===== config.mk =====
export PLATFORM = sky130hd
export DESIGN_NAME = eq_frame_ctrl
export DESIGN_NICKNAME = d
export VERILOG_FILES = /design/src/rtl/eq_ctrl_pkg.sv /design/src/rtl/eq_frame_ctrl_stats.sv /design/src/rtl/eq_frame_ctrl.sv
export SDC_FILE = /design/constraint.sdc
export NUM_CORES = 1
export LEC_CHECK = 0
export BUFFER_PORTS_ARGS = -buffer_cell sky130_fd_sc_hd__buf_2
export CAP_MARGIN = 40
export CORE_MARGIN = 4
export CORE_UTILIZATION = 43
export DETAILED_ROUTE_END_ITERATION = 16
export PLACE_DENSITY = 0.79
export SYNTH_ARGS = -nofsm -noshare
export SYNTH_HDL_FRONTEND = slang
export SYNTH_HIERARCHICAL = 1
export SYNTH_SLANG_ARGS = --single-unit

===== constraint.sdc =====
create_clock -name clk_i -period 2.5 [get_ports clk_i]
set_input_delay 0.125 -clock clk_i [delete_from_list [all_inputs] [get_ports clk_i]]
set_output_delay 0.125 -clock clk_i [all_outputs]
set_load 0.01 [all_outputs]

===== src/rtl/eq_ctrl_pkg.sv =====
// Shared types and defaults for the equalizer frame controller.
package eq_ctrl_pkg;

  typedef enum logic [1:0] {
    ST_BYPASS,
    ST_WAIT_SOF,
    ST_TRAIN,
    ST_DATA
  } state_e;

  localparam logic [7:0]  SR_TRAIN_LEN_DEF = 8'd130;
  localparam logic [7:0]  SR_ENABLE_DEF    = 8'd131;
  localparam logic [15:0] TRAIN_LEN_DEF    = 16'd64;

endpackage


===== src/rtl/eq_frame_ctrl_stats.sv =====
// Frame and short-frame event counters; both wrap at all-ones.
module eq_frame_ctrl_stats (
  input  logic        clk_i,
  input  logic        rst_i,
  input  logic        frame_done_i,
  input  logic        short_i,
  output logic [31:0] frame_cnt_o,
  output logic [15:0] short_cnt_o
);

  logic [31:0] frame_cnt_q;
  logic [15:0] short_cnt_q;

  always_ff @(posedge clk_i) begin
    if (rst_i) begin
      frame_cnt_q <= '0;
      short_cnt_q <= '0;
    end else begin
      if (frame_done_i) frame_cnt_q <= frame_cnt_q + 32'd1;
      if (short_i)      short_cnt_q <= short_cnt_q + 16'd1;
    end
  end

  assign frame_cnt_o = frame_cnt_q;
  assign short_cnt_o = short_cnt_q;

endmodule


===== src/rtl/eq_frame_ctrl.sv =====
// Marks start-of-frame and training beats on a pass-through sample stream.
// Optional statistics outputs under EQ_FRAME_CTRL_STATS_EN.
module eq_frame_ctrl
  import eq_ctrl_pkg::*;
#(
  parameter logic [7:0]  SR_TRAIN_LEN      = SR_TRAIN_LEN_DEF,
  parameter logic [7:0]  SR_ENABLE         = SR_ENABLE_DEF,
  parameter logic [15:0] TRAIN_LEN_DEFAULT = TRAIN_LEN_DEF
) (
  input  logic        clk_i,
  input  logic        rst_i,
  input  logic        set_stb,
  input  logic [7:0]  set_addr,
  input  logic [31:0] set_data,
  input  logic [31:0] i_tdata,
  input  logic        i_tlast,
  input  logic        i_tvalid,
  input  logic        i_eob,
  output logic        i_tready,
  output logic [31:0] o_tdata,
  output logic        o_tlast,
  output logic        o_tvalid,
  input  logic        o_tready,
  output logic        sof_o,
  output logic        train_o,
  output logic        short_frame_o
`ifdef EQ_FRAME_CTRL_STATS_EN
  ,
  output logic [31:0] frame_cnt,
  output logic [15:0] short_cnt
`endif
);

  state_e      state_q, state_d;
  logic [15:0] cnt_q, cnt_d;
  logic [15:0] len_q;
  logic        en_q;
  logic        short_q, short_d;
  logic        beat, fend;
  logic        unused_set_data;

  assign o_tdata  = i_tdata;
  assign o_tlast  = i_tlast;
  assign o_tvalid = i_tvalid;
  assign i_tready = o_tready;

  assign beat = i_tvalid && o_tready;
  assign fend = beat && i_tlast && i_eob;
  assign unused_set_data = ^set_data[31:16];

  always_ff @(posedge clk_i) begin
    if (rst_i) begin
      state_q <= ST_BYPASS;
      cnt_q   <= '0;
      len_q   <= TRAIN_LEN_DEFAULT;
      en_q    <= 1'b0;
      short_q <= 1'b0;
    end else begin
      state_q <= state_d;
      cnt_q   <= cnt_d;
      short_q <= short_d;
      if (set_stb && set_addr == SR_TRAIN_LEN) len_q <= set_data[15:0];
      if (set_stb && set_addr == SR_ENABLE)    en_q  <= set_data[0];
    end
  end

  // en_q is sampled only at frame end in TRAIN/DATA, which defers enable writes.
  // cnt_q holds the training beats still due, including the current one.
  always_comb begin
    state_d = state_q;
    cnt_d   = cnt_q;
    short_d = 1'b0;
    unique case (state_q)
      ST_BYPASS: if (en_q) state_d = ST_WAIT_SOF;
      ST_WAIT_SOF: begin
        if (!en_q) begin
          state_d = ST_BYPASS;
        end else if (beat) begin
          cnt_d = (len_q != '0) ? len_q - 16'd1 : '0;
          if (fend) begin
            short_d = (len_q > 16'd1);
          end else begin
            // a one-beat training period is complete on the SOF beat itself
            state_d = (len_q > 16'd1) ? ST_TRAIN : ST_DATA;
          end
        end
      end
      ST_TRAIN: begin
        if (beat) begin
          cnt_d = cnt_q - 16'd1;
          if (fend) begin
            short_d = (cnt_q != 16'd1);
            state_d = en_q ? ST_WAIT_SOF : ST_BYPASS;
          end else if (cnt_q == 16'd1) begin
            state_d = ST_DATA;
          end
        end
      end
      ST_DATA: if (fend) state_d = en_q ? ST_WAIT_SOF : ST_BYPASS;
      default: state_d = ST_BYPASS;
    endcase
  end

  always_comb begin
    sof_o   = 1'b0;
    train_o = 1'b0;
    if (!rst_i) begin
      unique case (state_q)
        ST_WAIT_SOF: begin
          sof_o   = en_q;
          train_o = en_q && (len_q != '0);
        end
        ST_TRAIN: train_o = 1'b1;
        default: ;
      endcase
    end
  end

  assign short_frame_o = short_q;

`ifdef EQ_FRAME_CTRL_STATS_EN
  logic frame_done;
  assign frame_done = fend && ((state_q == ST_TRAIN) || (state_q == ST_DATA) ||
                               (state_q == ST_WAIT_SOF && en_q));

  eq_frame_ctrl_stats u_stats (
    .clk_i        (clk_i),
    .rst_i        (rst_i),
    .frame_done_i (frame_done),
    .short_i      (short_q),
    .frame_cnt_o  (frame_cnt),
    .short_cnt_o  (short_cnt)
  );
`endif

endmodule


==> results.sh, run 1 <==
export IMPL_hold_buffers=0
export IMPL_routedWlPerCell_microns=13.94
export IMPL_syn_instance_count=301
export IMPL_cts_resized=0
export IMPL_ys_flop_type="dfxtp_1"
export IMPL_synth_seq_cells=36
export IMPL_post_cts_buffers=0
export IMPL_avgSynthCellArea_sq_um=8.580
export IMPL_dieArea_sq_mm=0.007309
export IMPL_dieHeight_microns=85.50
export IMPL_hold_path_depth=2
export IMPL_place_area_sq_mm=0.002570
export IMPL_cts_sinks=36
export IMPL_layout_drive_gt1_share=0.2119
export IMPL_ys_types=57
export IMPL_status="finished clean"
export IMPL_worst_slack_ns=0.3330
export IMPL_fin_crit_ns=2.167
export IMPL_path_clk_slew_ns=0.07
export IMPL_yosysSeqAreaShare=0.2791
export IMPL_tns_ns=0
export IMPL_synth_edf_count=0
export IMPL_drtAntennaViolNets=0
export IMPL_power_total_mw=1.052
export IMPL_area_growth_pct=2.519
export IMPL_slew_headroom=0.5360
export IMPL_vdd_drop_max_uv=425.6
export IMPL_layout_common_cells="dfxtp_1 (36), buf_2 (36), nor2_1 (32)"
export IMPL_end_kind="register"
export IMPL_syn_num_nets=390
export IMPL_clock_path_buffers=2
export IMPL_r2r_start="state_q[1]"
export IMPL_final_util=0.4665
export IMPL_worstMarginPinSlew_ns=0.6959
export IMPL_power_density_mw_per_mm2=397.4
export IMPL_clock_skew_final_ns=0.006772
export IMPL_postRouteWirelength_microns=5214
export IMPL_critPathLaunchType="register"
export IMPL_vias=2106
export IMPL_fin_cells=374
export IMPL_drtPass1Iterations=4
export IMPL_hold_path_class="in2reg"
export IMPL_post_drt_via_cell_ratio=5.631
export IMPL_cts_max_level=2
export IMPL_crit_path_max_fanout=9
export IMPL_cts_inserted_buffers=5
export IMPL_gp_congestion=0.8414
export IMPL_initial_core_util=0.4550
export IMPL_cap_violations=0
export IMPL_core_region_area_sq_mm=0.005675
export IMPL_drc=0
export IMPL_max_freq_mhz=461.5
export IMPL_dieWidth_microns=85.50
export IMPL_hold_end="len_q[6]"
export IMPL_row_count=27
export IMPL_ctsRootBufferMaster="clkbuf_8"
export IMPL_netlist_area_sq_mm=0.002582
export IMPL_hpwl_microns=3930
export IMPL_async_reset_ff_frac=0
export IMPL_grt_pass1_wl_microns=8914
export IMPL_io_pins=117
export IMPL_worstRegToRegCells=7
export IMPL_leakage_nw=0.9188
export IMPL_cts_tree="yes"
export IMPL_reg2reg_slack_ns=0.33
export IMPL_grt_max_degree=38
export IMPL_critPathKind="reg2reg"
export IMPL_whs_ns=0.03799
export IMPL_yosysWarnings=6
export IMPL_rsz0062_at_grt="no"
export IMPL_diodes=0
export IMPL_setup_viol=0
export IMPL_finalMaxSlewViolations=0
export IMPL_clock_latency_ns=0.29
export IMPL_overflow=0
export IMPL_hold_viol=0
export IMPL_worstHoldStart="set_data[6]"
export IMPL_nets=391
export IMPL_pre_cts_ws_ns=0.3796
export IMPL_grt_usage=0.1442
export IMPL_portBuffers=36
export IMPL_worst_r2r_endpoint="cnt_q[3]"
export IMPL_antenna_found_initial=0
export IMPL_dp_cells=367
export IMPL_cp_arrival_ns=2.38
export IMPL_crit_required_ns=2.71
export IMPL_drt_initial_drc_count=121
export IMPL_finalInstanceArea_sq_mm=0.002648
export IMPL_fin_crit_sh=0.8668
export IMPL_grt_pass1_vias=1959
## critical path, cell delays in order, from the launching register on
cell and delay (ns):
dfxtp_1 0.37, inv_1 0.09, ha_1 0.22, mux2_2 0.26
nand3_1 0.30, a211oi_4 0.51, o21ai_1 0.17, a31oi_1 0.16
## cell type report
cell class / count / area, sq um
timing repair buffer: 40 / 210.2
inverter: 9 / 33.78
tap: 72 / 90.09
multi-input combinational: 210 / 1515
clock buffer: 6 / 72.57
fill: 554 / 3028
clock inverter: 1 / 5.005
sequential: 36 / 720.7
## kinds of logic after synthesis
| family | synth area share |
|---|---|
| compound gates | 0.1570 |
| fa+ha+maj | 0.04845 |
| mux | 0.06637 |
| buf+inv | 0.1342 |
| flops | 0.2791 |
| xor+xnor | 0.05427 |
| simple gates | 0.2607 |
## synth_stat cells, drive strengths merged (3+ instances only)
cell type | count | area (sq um)
ha | 10 | 125.1
nor4 | 7 | 107.6
a211o | 3 | 26.28
nor3 | 14 | 92.59
a211oi | 4 | 42.54
nand2 | 17 | 63.81
nor2 | 33 | 126.4
nand3 | 6 | 30.03
xnor2 | 13 | 113.9
inv | 9 | 33.78
dfxtp | 36 | 720.7
xor2 | 3 | 26.28
nand4 | 8 | 50.05
a221oi | 5 | 43.79
or4 | 4 | 33.78
a31oi | 7 | 43.79
o21ai | 12 | 60.05
mux2i | 16 | 160.2
a21oi | 12 | 60.06
clkbuf | 6 | 22.52
buf | 40 | 290.3
## registers in the layout, indices dropped and copies added, names as in the netlist
name,cells
cnt_q,16
en_q,1
len_q,16
short_frame_o,1
state_q,2
## worst max-delay path by stage
stage,startpoint,to,slack [ns]
after floorplan,cnt_q[0],cnt_q[12],0.62
after global placement,state_q[1],cnt_q[3],0.44
after detailed placement,state_q[1],cnt_q[3],0.38
after CTS,state_q[1],cnt_q[3],0.35
after global routing,state_q[1],cnt_q[3],0.14
final,state_q[1],cnt_q[3],0.33
## power breakdown
part | switching [mW] | internal, mW | leakage (nW) | total (mW)
clock network | 0.200 | 0.189 | 0.0410 | 0.389
logic | 0.0427 | 0.0396 | 0.588 | 0.0823
registers | 0.00396 | 0.577 | 0.290 | 0.581
total | 0.246 | 0.806 | 0.919 | 1.05
## layer usage
| layer | track usage | wire length [microns] | share of wire |
|---|---|---|---|
| met4 | 0.03885 | 59 | 0.011 |
| met2 | 0.2429 | 2407 | 0.46 |
| met3 | 0.03650 | 330 | 0.063 |
| met5 | 0 | 0 | 0 |
| met1 | 0.1828 | 2416 | 0.46 |
(Power assumes the default switching activity.)
==> inputs of run 2 (changes only) <==
--- a/constraint.sdc
+++ b/constraint.sdc
@@ -3,2 +3,2 @@
 set_output_delay 0.125 -clock clk_i [all_outputs]
-set_load 0.01 [all_outputs]
+set_load 0.1 [all_outputs]
==> run 2 against run 1 <==
  * Setup slack worse by 0.019 ns
  * Register-to-register slack improved by 0.03 ns
  * Die area unchanged
  * Maximum frequency down 0.85%
  * Cell count up 0.27%
  * Hold slack got worse by 0.0010 ns
  * Design area rose by 0.47%
  * Sequential cell count unchanged
  * Non-clock buffer count stayed put
==> results.sh, run 2 (same netlist as run 1, synthesis figures left out) <==
export IMPL_status="finished clean"
export IMPL_worstMarginPinSlew_ns=0.7147
export IMPL_worstRegToRegCells=7
export IMPL_post_cts_buffers=0
export IMPL_slew_headroom=0.5236
export IMPL_crit_required_ns=2.38
export IMPL_hold_viol=0
export IMPL_vdd_drop_max_uv=393.8
export IMPL_rsz0062_at_grt="no"
export IMPL_cts_sinks=36
export IMPL_gp_congestion=0.8913
export IMPL_r2r_start="cnt_q[0]"
export IMPL_hold_end="len_q[6]"
export IMPL_worst_r2r_endpoint="cnt_q[12]"
export IMPL_cts_tree="yes"
export IMPL_place_area_sq_mm=0.002572
export IMPL_hpwl_microns=4093
export IMPL_path_clk_slew_ns=0.07
export IMPL_max_freq_mhz=457.5
export IMPL_clock_path_buffers=2
export IMPL_clock_skew_final_ns=0.01423
export IMPL_grt_usage=0.1537
export IMPL_drt_initial_drc_count=120
export IMPL_hold_buffers=0
export IMPL_dieArea_sq_mm=0.007309
export IMPL_finalInstanceArea_sq_mm=0.002660
export IMPL_area_growth_pct=3.004
export IMPL_reg2reg_slack_ns=0.36
export IMPL_power_density_mw_per_mm2=413.9
export IMPL_power_total_mw=1.101
export IMPL_drtAntennaViolNets=0
export IMPL_top_regs="cnt_q x16, len_q x16, state_q x2"
export IMPL_leakage_nw=0.9256
export IMPL_routedWlPerCell_microns=14.43
export IMPL_fin_crit_sh=0.8743
export IMPL_hold_path_class="in2reg"
export IMPL_crit_path_max_fanout=6
export IMPL_vias=2099
export IMPL_grt_max_degree=38
export IMPL_setup_viol=0
export IMPL_layout_drive_gt1_share=0.2211
export IMPL_post_drt_via_cell_ratio=5.597
export IMPL_cts_max_level=2
export IMPL_overflow=0
export IMPL_cts_resized=0
export IMPL_worst_slack_ns=0.3144
export IMPL_dieHeight_microns=85.50
export IMPL_ctsRootBufferMaster="clkbuf_8"
export IMPL_dieWidth_microns=85.50
export IMPL_tns_ns=0
export IMPL_initial_core_util=0.4550
export IMPL_postRouteWirelength_microns=5410
export IMPL_critPathKind="reg2out"
export IMPL_cp_arrival_ns=2.06
export IMPL_io_pins=117
export IMPL_drc=0
export IMPL_critPathLaunchType="register"
export IMPL_portBuffers=36
export IMPL_fin_crit_ns=2.186
export IMPL_core_region_area_sq_mm=0.005675
export IMPL_antenna_found_initial=0
export IMPL_layout_common_cells="dfxtp_1 (36), buf_2 (36), nor2_1 (31)"
export IMPL_finalMaxSlewViolations=0
export IMPL_n_fill_cell=563
export IMPL_end_kind="output port"
export IMPL_hold_path_depth=2
export IMPL_final_util=0.4687
export IMPL_worstHoldStart="set_data[6]"
export IMPL_drtPass1Iterations=4
export IMPL_grt_pass1_wl_microns=9259
export IMPL_grt_pass1_vias=1993
export IMPL_cap_violations=0
export IMPL_pre_cts_ws_ns=0.3900
export IMPL_diodes=0
export IMPL_clock_latency_ns=0.30
export IMPL_nets=391
export IMPL_cts_inserted_buffers=5
export IMPL_row_count=27
==> run 2: cell count changes in the layout (fill, tap and decap cells not counted) <==
| cell | delta |
|---|---|
| nor2_2 | +1 |
| clkbuf_1 | -1 |
| nor2_1 | -1 |
| clkinv_2 | +1 |
| clkinv_4 | +1 |
==> run 2: worst max path at each step <==
stage / start / to / slack [ns]
3_5_place_dp: cnt_q[0] / cnt_q[12] / 0.39
4_1_cts: len_q[7] / train_o / 0.30
3_3_place_gp: cnt_q[0] / cnt_q[12] / 0.46
2_1_floorplan: state_q[0] / train_o / 0.23
6_report: len_q[7] / train_o / 0.31
5_1_grt: len_q[7] / train_o / 0.19
==> run 2: critical path, cell delays in order (launching register included) <==
cell and delay, ns:
dfxtp_1 0.37, nor4_4 0.42, and4_1 0.39, a21oi_1 0.14, nor2_1 0.13, nor2_2 0.04
buf_2 0.28
==> run 2: where the power goes <==
group / switching (mW) / total [mW] / leakage [nW] / internal, mW
Combinational: 0.0602 / 0.100 / 0.588 / 0.0399
Clock: 0.225 / 0.420 / 0.0479 / 0.194
Sequential: 0.00437 / 0.581 / 0.290 / 0.577
==> run 2: layout make-up <==
cell class	instances	area (sq um)	area share
Clock buffer	5	68.82	0.02587
Clock inverter	3	18.77	0.007056
Inverter	9	33.78	0.01270
Multi-Input combinational cell	210	1518	0.5706
Sequential cell	36	720.7	0.2709
Tap cell	72	90.09	0.03387
Timing Repair Buffer	40	210.2	0.07902
==> run 2: metrics by stage <==
step / hold WS, ns / cells
after floorplan: 0.2429 / 301
after global placement: 0.2507 / 367
after detailed placement: 0.2507 / 367
after CTS: 0.02354 / 375
after global routing: 0.03119 / 375
final: 0.03697 / 375
==> run 2: per-layer routing <==
layer  vias to the layer above  wire length [microns]  share of wire  GRT usage
met5                         -                      0              0          0
met4                         0                     72          0.013    0.05468
met3                         8                    291          0.054    0.03266
met2                        55                   2584           0.48     0.2571
met1                       980                   2462           0.46     0.1949
li1                       1056                      -              -          -
==> inputs of run 3 (changes only) <==
- CAP_MARGIN: 40 -> 20
- CORE_MARGIN: 4 -> 2
==> run 3 against run 2 <==
  * Power up 8.5%
  * Hold slack worse by 0.0081 ns
  * Clock-buffer cell count up 1
  * Utilization down 1.0 points
  * Sequential cell count unchanged
  * Setup slack worse by 0.018 ns
  * Die area down 9.1%
  * First-iteration DRC count up 6.7%
  * Non-clock buffer count unchanged
  * Register-to-register slack better by 0.09 ns
==> results.sh, run 3 (same netlist as run 1, synthesis figures left out) <==
export IMPL_end_kind="output port"
export IMPL_diodes=0
export IMPL_clock_latency_ns=0.30
export IMPL_dieWidth_microns=81.50
export IMPL_dieArea_sq_mm=0.006641
export IMPL_ctsRootBufferMaster="clkbuf_8"
export IMPL_leakage_nw=0.9329
export IMPL_hold_path_class="in2reg"
export IMPL_fin_crit_sh=0.8813
export IMPL_p_int_mw=0.9122
export IMPL_grt_max_degree=38
export IMPL_crit_path_max_fanout=6
export IMPL_setup_viol=0
export IMPL_antenna_found_initial=0
export IMPL_pwr_share_seq=0.486
export IMPL_clock_path_buffers=2
export IMPL_layout_drive_gt1_share=0.2178
export IMPL_post_cts_buffers=0
export IMPL_hold_viol=0
export IMPL_grt_usage=0.1707
export IMPL_worst_r2r_endpoint="cnt_q[2]"
export IMPL_critPathLaunchType="register"
export IMPL_rsz0062_at_grt="no"
export IMPL_row_count=28
export IMPL_routedWlPerCell_microns=13.85
export IMPL_post_drt_via_cell_ratio=5.614
export IMPL_p_comb_frac=0.083
export IMPL_core_region_area_sq_mm=0.005851
export IMPL_cts_resized=0
export IMPL_cts_inserted_buffers=5
export IMPL_status="finished clean"
export IMPL_r2r_start="len_q[7]"
export IMPL_grt_pass1_vias=1941
export IMPL_area_growth_pct=3.924
export IMPL_layout_common_cells="dfxtp_1 (36), buf_2 (36), nor2_1 (31)"
export IMPL_cp_arrival_ns=2.08
export IMPL_dieHeight_microns=81.50
export IMPL_nets=391
export IMPL_slew_headroom=0.5398
export IMPL_finalInstanceArea_sq_mm=0.002684
export IMPL_cts_tree="yes"
export IMPL_fin_crit_ns=2.203
export IMPL_startpoint="len_q[7]"
export IMPL_crit_chain="nor4_4 -> and4_1 -> a21oi_1 -> nor2_1 -> nor2_2 -> buf_2"
export IMPL_hold_buffers=0
export IMPL_hpwl_microns=3948
export IMPL_drtAntennaViolNets=0
export IMPL_cts_sinks=36
export IMPL_place_area_sq_mm=0.002576
export IMPL_power_density_mw_per_mm2=445.0
export IMPL_vias=2122
export IMPL_drc=0
export IMPL_drtPass1Iterations=4
export IMPL_initial_core_util=0.4414
export IMPL_tns_ns=0
export IMPL_clock_skew_final_ns=0.007715
export IMPL_cap_violations=0
export IMPL_worstMarginPinSlew_ns=0.6902
export IMPL_reg2reg_slack_ns=0.45
export IMPL_finalMaxSlewViolations=0
export IMPL_p_switching_mw=0.2820
export IMPL_grt_pass1_wl_microns=8880
export IMPL_max_stage_delay_ns=0.45
export IMPL_worstRegToRegCells=5
export IMPL_postRouteWirelength_microns=5237
export IMPL_max_freq_mhz=453.9
export IMPL_io_pins=117
export IMPL_critPathKind="reg2out"
export IMPL_crit_end="train_o"
export IMPL_whs_ns=0.02889
export IMPL_slowest_stage="nor4_4"
export IMPL_overflow=0
export IMPL_crit_required_ns=2.38
export IMPL_vdd_drop_max_uv=401.9
export IMPL_clockPowerShare=0.430
export IMPL_n_fill_cell=565
export IMPL_swShare=0.2362
export IMPL_top_regs="cnt_q x16, len_q x16, state_q x2"
export IMPL_drt_initial_drc_count=128
export IMPL_gp_congestion=0.8365
export IMPL_portBuffers=36
export IMPL_path_clk_slew_ns=0.07
export IMPL_cts_max_level=2
## run 3: final cells by class
| type | count | area (sq um) | share of cell area |
|---|---|---|---|
| Tap cell | 75 | 93.84 | 0.03497 |
| Multi-Input combinational cell | 210 | 1518 | 0.5655 |
| Inverter | 9 | 33.78 | 0.01259 |
| Sequential cell | 36 | 720.7 | 0.2685 |
| Clock buffer | 6 | 72.57 | 0.02704 |
| Clock inverter | 2 | 35.03 | 0.01305 |
| Timing Repair Buffer | 40 | 210.2 | 0.07832 |
## run 3: metal layers
layer | vias to the layer above | global-route usage | share of wire
met2 | 77 | 0.2811 | 0.49
met4 | 0 | 0.06949 | 0.015
met1 | 979 | 0.2121 | 0.43
li1 | 1058 | - | -
met3 | 8 | 0.04396 | 0.068
met5 | - | 0 | 0
## run 3: worst min-delay path by stage
stage	cells past startpoint	start	end
floorplan	1	set_data[6]	len_q[6]
global route	2	set_data[6]	len_q[6]
CTS	2	set_data[6]	len_q[6]
global placement	0	i_tdata[13]	o_tdata[13]
finish	2	set_data[6]	len_q[6]
detailed placement	0	i_tdata[13]	o_tdata[13]
## run 3: power by group through the flow
stage	clock network, mW	registers, mW	logic, mW
final	0.514	0.581	0.0994
after global placement	0	0.594	0.0975
after global routing	0.544	0.581	0.110
after detailed placement	0	0.594	0.0998
after CTS	0.518	0.581	0.100
after floorplan	0	0.593	0.309
## run 3: worst max-delay path, delay by kind of cell, from the launching register on
| kind | cells | cell delay (ns) |
|---|---|---|
| DFF | 1 | 0.38 |
| AOI/OAI and AO/OA | 1 | 0.11 |
| buffers and inverters | 1 | 0.28 |
| and+or+nand+nor | 4 | 1.02 |
## run 3: stage by stage
| step | setup WS [ns] | std cells | total power, mW | utilization |
|---|---|---|---|---|
| final | 0.2967 | 378 | 1.194 | 0.4587 |
| after CTS | 0.2803 | 378 | 1.198 | 0.4587 |
| after global placement | 0.5064 | 370 | 0.6911 | 0.4403 |
| after detailed placement | 0.4459 | 370 | 0.6940 | 0.4403 |
| after global routing | 0.1515 | 378 | 1.235 | 0.4587 |
| after floorplan | 0.2312 | 301 | 0.9018 | - |
